--- src/rtl/inst_memory_ctrl.sv ---
// Instruction memory with a loader port, one-cycle fetch handshake and IDLE/LOAD/RUN control.
// Define INST_MEM_PARITY_EN to store an even-parity bit per word and expose par_err.
module inst_memory_ctrl #(
   parameter int unsigned DATA_W = 16,
   parameter int unsigned ADDR_W = 8,
   parameter int unsigned CNT_W  = 16
) (
   input  logic              clock,
   input  logic              reset_n,
   input  logic              ld_en,
   input  logic              ld_we,
   input  logic [ADDR_W-1:0] ld_addr,
   input  logic [DATA_W-1:0] ld_data,
   input  logic              start,
   input  logic              i_req,
   input  logic [ADDR_W-1:0] i_addr,
   input  logic              i_stall,
   output logic              i_ready,
   output logic              i_valid,
   output logic [DATA_W-1:0] i_dataout,
   output logic              busy,
`ifdef INST_MEM_PARITY_EN
   output logic              par_err,
`endif
   output logic [CNT_W-1:0]  fetch_cnt
);

   localparam int unsigned DEPTH = 2 ** ADDR_W;
`ifdef INST_MEM_PARITY_EN
   localparam int unsigned MEM_W = DATA_W + 1;
`else
   localparam int unsigned MEM_W = DATA_W;
`endif

   typedef enum logic [1:0] {StIdle, StLoad, StRun} state_e;

   state_e state_q, state_d;

   logic [MEM_W-1:0]  mem [DEPTH];
   logic [MEM_W-1:0]  wr_word;
   logic [MEM_W-1:0]  rd_word;
   logic              accept;

   logic              valid_q, valid_d;
   logic [DATA_W-1:0] data_q, data_d;
   logic [CNT_W-1:0]  cnt_q, cnt_d;

`ifdef INST_MEM_PARITY_EN
   logic              par_q, par_d;
   assign wr_word = {^ld_data, ld_data};
`else
   assign wr_word = ld_data;
`endif

   assign rd_word = mem[i_addr];

   always_ff @(posedge clock or negedge reset_n) begin
      if (!reset_n) begin
         state_q <= StIdle;
      end else begin
         state_q <= state_d;
      end
   end

   always_comb begin
      state_d = state_q;
      unique case (state_q)
         StIdle: begin
            if (ld_en) begin
               state_d = StLoad;
            end else if (start) begin
               state_d = StRun;
            end
         end
         StLoad: begin
            if (!ld_en) begin
               state_d = StIdle;
            end
         end
         StRun: begin
            if (ld_en) begin
               state_d = StLoad;
            end
         end
         default: state_d = StIdle;
      endcase
   end

   assign busy    = (state_q == StLoad);
   assign i_ready = (state_q == StRun) && !(valid_q && i_stall);
   assign accept  = i_req && i_ready;

   // Contents survive reset on purpose so a program need not be reloaded.
   always_ff @(posedge clock) begin
      if (busy && ld_we) begin
         mem[ld_addr] <= wr_word;
      end
   end

   always_comb begin
      valid_d = valid_q;
      data_d  = data_q;
      cnt_d   = cnt_q;
`ifdef INST_MEM_PARITY_EN
      par_d   = par_q;
`endif
      if (accept) begin
         valid_d = 1'b1;
         data_d  = rd_word[DATA_W-1:0];
         cnt_d   = cnt_q + CNT_W'(1);
`ifdef INST_MEM_PARITY_EN
         par_d   = ^rd_word;
`endif
      end else if (!(valid_q && i_stall)) begin
         valid_d = 1'b0;
      end
   end

   always_ff @(posedge clock or negedge reset_n) begin
      if (!reset_n) begin
         valid_q <= 1'b0;
         data_q  <= '0;
         cnt_q   <= '0;
`ifdef INST_MEM_PARITY_EN
         par_q   <= 1'b0;
`endif
      end else begin
         valid_q <= valid_d;
         data_q  <= data_d;
         cnt_q   <= cnt_d;
`ifdef INST_MEM_PARITY_EN
         par_q   <= par_d;
`endif
      end
   end

   assign i_valid   = valid_q;
   assign i_dataout = data_q;
   assign fetch_cnt = cnt_q;
`ifdef INST_MEM_PARITY_EN
   assign par_err   = par_q;
`endif

endmodule

--- config.mk ---
export PLATFORM = sky130hd
export DESIGN_NAME = inst_memory_ctrl
export DESIGN_NICKNAME = d
export VERILOG_FILES = /design/src/rtl/inst_memory_ctrl.sv
export SDC_FILE = /design/constraint.sdc
export NUM_CORES = 2
export LEC_CHECK = 0
export CORE_ASPECT_RATIO = 0.6
export CORE_MARGIN = 2
export CORE_UTILIZATION = 28
export CTS_CLUSTER_DIAMETER = 40
export DETAILED_ROUTE_END_ITERATION = 6
export PLACE_DENSITY = 0.43
export SLEW_MARGIN = 20
export SYNTH_ARGS = -nofsm -noshare
export SYNTH_HDL_FRONTEND = slang
export SYNTH_SLANG_ARGS = --single-unit
--- constraint.sdc ---
create_clock -name clock -period 4.68 [get_ports clock]
set_input_delay 1.404 -clock clock [delete_from_list [all_inputs] [get_ports clock]]
set_output_delay 1.404 -clock clock [all_outputs]
set_load 0.01 [all_outputs]
==> results.py <==
metrics = {
    "status": {
        "outcome": "finished, violations left",
        "violations": "negative setup slack",
    },
    "place": {
        "dpl.hpwl_um": 352100,
        "dpl-instance-area_um2": 177100,
        "dp_cells": 15826,
        "place_ws_ps": -898.0,
        "gp_congestion": 0.8265,
        "place.port_buffers": 73,
    },
    "cts": {
        "cts.sinks": 4131,
        "cts-resized-gates": 0,
        "clock_latency_ps": 1020,
        "cts_max_path_buffers": 4,
        "cts_max_level": 5,
        "cts-root-buf": "clkbuf_16",
        "hold_buffers": 0,
        "cts_tree": "yes",
        "cts-buffers-inserted": 439,
        "post_cts_buffers": 0,
        "path_clk_slew_ps": 60,
    },
    "die": {
        "start_util_pct": 28.17,
        "die_x_um": 979.3,
        "coreArea_um2": 567400,
        "die_area_um2": 577000,
        "die_y_um": 589.2,
        "num_rows": 214,
        "io_pins": 74,
    },
    "drt": {
        "viasPerCell": 5.045,
        "postRouteAntennaNets": 0,
        "routedWlPerCell_um": 31.84,
        "firstDrtPassIters": 6,
        "drt_iter0_drc": 11183,
        "drc": 0,
        "vias": 84116,
        "wl_um": 530900,
    },
    "power_and_ir_drop": {
        "intPower_mw": 62.25,
        "switching_share_pct": 23.20,
        "p_sw_mw": 18.81,
        "leakagePower_nw": 61.48,
        "cellPowerDensity_nw_per_um2": 422.8,
        "ir_drop_v": 0.0003106,
        "combPwrFrac_pct": 5.8,
        "p_clk_share_pct": 43.8,
        "pwr-share-seq_pct": 50.5,
        "finalPower_mw": 81.06,
    },
    "finish": {
        "fin_area_um2": 191700,
        "nets": 8747,
        "num-fill-cells": 53158,
        "final_common_cell": "edfxtp_1",
        "finalNonFillerCells": 16673,
        "layout_common_cells": "4096 x edfxtp_1, 840 x buf_4, 723 x mux4_2",
        "drive_gt1_share_pct": 29.70,
        "syn2layout_area_growth_pct": 19.97,
    },
    "global_route": {
        "grt-ovfl-total": 0,
        "grt_max_degree": 115,
        "antenna_found_initial": 75,
        "grt_pass1_wl_um": 717300,
        "grt_pass1_vias": 82956,
        "track_usage_pct": 17.89,
    },
    "critical_path": {
        "cp_max_fo": 26,
        "end_kind": "flip-flop",
        "crit_type": "in2reg",
        "worstSetupStartpointType": "primary input",
        "required_ps": 5580,
        "cp.arrival_ps": 5670,
        "max_stage_delay_ps": 710,
        "cp_slowest_cell": "a2111oi_1",
        "path_cells": "clkbuf_8, buf_12, buf_4, nand3b_1, o22ai_1, a211oi_1, nand2_1, buf_12, nand4_1, a2111oi_1, buf_4, a221o_1",
    },
    "synth": {
        "synthArstFlopShare_pct": 0.8473,
        "ys_ff_latch": 4131,
        "syn_area_per_cell_um2": 20.90,
        "synth_cells": 7647,
        "yosys.area.top_type_share_pct": 76.96,
        "yosysUniqueCellTypes": 76,
        "synth_edf_count": 4096,
        "yosys.area.top_type": "edfxtp_1",
        "synthFlopType": "edfxtp_1",
        "yosys_warnings": 0,
        "syn_area_um2": 159800,
        "synth_area_leaders": "edfxtp_1 77%, mux4_2 10%, mux2i_1 3.9%",
        "ys_seq_area_share_pct": 77.51,
        "syn_nets": 7687,
    },
    "timing": {
        "fin_worst_skew_ps": 85.04,
        "min_period_ps": 4766,
        "drv_slew": 0,
        "setup_ws_ps": -86.00,
        "finalHoldViolCount": 0,
        "fin_hold_ws_ps": 483.7,
        "relSlewSlack_pct": 4.376,
        "worst_pin_slew_ps": 1434,
        "max_freq_mhz": 209.8,
        "fin_crit_sh_pct": 101.8,
        "finalSetupViolCount": 2,
    },
    "flow_run": {
        "maxCapViolCount": 0,
    },
    "hold_path": {
        "hold_class": "reg2reg",
    },
}
through the flow:
stage / util [%] / setup TNS, ps
CTS: 33.78 / 0
global route: 33.79 / -58.35
global placement: 31.20 / -8380
detailed placement: 31.21 / -5895
floorplan: - / 0
finish: 33.79 / -140.2
path summary, 6_finish.rpt:
kind | start | cells past startpoint | slack (ps) | to
min in group asynchronous | reset_n | 1 | 590 | i_dataout[1]
setup / recovery | i_addr[2] | 12 | -90 | i_dataout[2]
setup reg to reg | mem[55][6] | 9 | 1230 | i_dataout[6]
max in group asynchronous | reset_n | 2 | 3120 | i_dataout[11]
hold reg to reg | fetch_cnt[15] | 1 | 480 | fetch_cnt[15]
hold / removal | fetch_cnt[15] | 1 | 480 | fetch_cnt[15]
critical path: cells and delay by family:
kind,cells,cell delay (ps)
buffers and inverters,5,1300
AO/OA/AOI/OAI,4,1450
AND/OR/NAND/NOR,3,1350
power by group through the flow:
stage | clock network (mW) | registers (mW) | logic, mW
final | 35.5 | 40.9 | 4.68
after global routing | 37.6 | 40.9 | 4.91
after CTS | 36.2 | 40.9 | 4.69
after detailed placement | 0 | 41.7 | 4.68
after global placement | 0 | 41.7 | 4.62
after floorplan | 0 | 41.6 | 1.95
cells in the mapped netlist, types with 61 or more instances:
| cell type | instances |
|---|---|
| o22ai_1 | 185 |
| nand2_1 | 249 |
| edfxtp_1 | 4096 |
| buf_2 | 91 |
| o221ai_1 | 120 |
| clkbuf_1 | 157 |
| mux2i_1 | 628 |
| o21ai_0 | 74 |
| a22oi_1 | 112 |
| buf_4 | 79 |
| mux4_2 | 723 |
| nand3_1 | 83 |
| a21oi_1 | 119 |
| nor2_1 | 305 |
| buf_6 | 61 |
cell type report:
type,count,area (um^2),share of cell area [%]
Antenna cell,21,52.55,0.02741
Timing Repair Buffer,1080,10460,5.454
Sequential cell,4131,123900,64.61
Multi-Input combinational cell,3046,33250,17.34
Tap cell,7560,9459,4.934
Clock buffer,502,11350,5.920
Clock inverter,324,3249,1.695
Inverter,9,42.54,0.02219
flip-flops by register name (all words and copies together), names as in the netlist:
| register | cells |
|---|---|
| mem | 4096 |
| fetch_cnt | 16 |
| i_dataout | 16 |
| state_q | 2 |
| i_valid | 1 |
routing by layer:
| metal | wire length (um) | GRT usage [%] | part of all wire (%) |
|---|---|---|---|
| met3 | 63970 | 7.233 | 12 |
| met1 | 248700 | 27.50 | 47 |
| met4 | 9131 | 2.844 | 1.7 |
| met2 | 209000 | 23.80 | 39 |
| met5 | 88 | 0 | 0.017 |
cell families (layout without fill, tap and decap cells):
family	after synthesis	after routing	synth area share, %
flip-flops	4131	4131	77.51
multiplexers	1383	1383	14.36
AO/OA/AOI/OAI	839	839	3.745
AND/OR/NAND/NOR	808	808	2.227
buffers and inverters	470	1915	2.072
XOR/XNOR	15	15	0.08220
adder cells (fa/ha/maj)	1	1	0.007828
other	0	21	0
(Power assumes the default switching activity.)
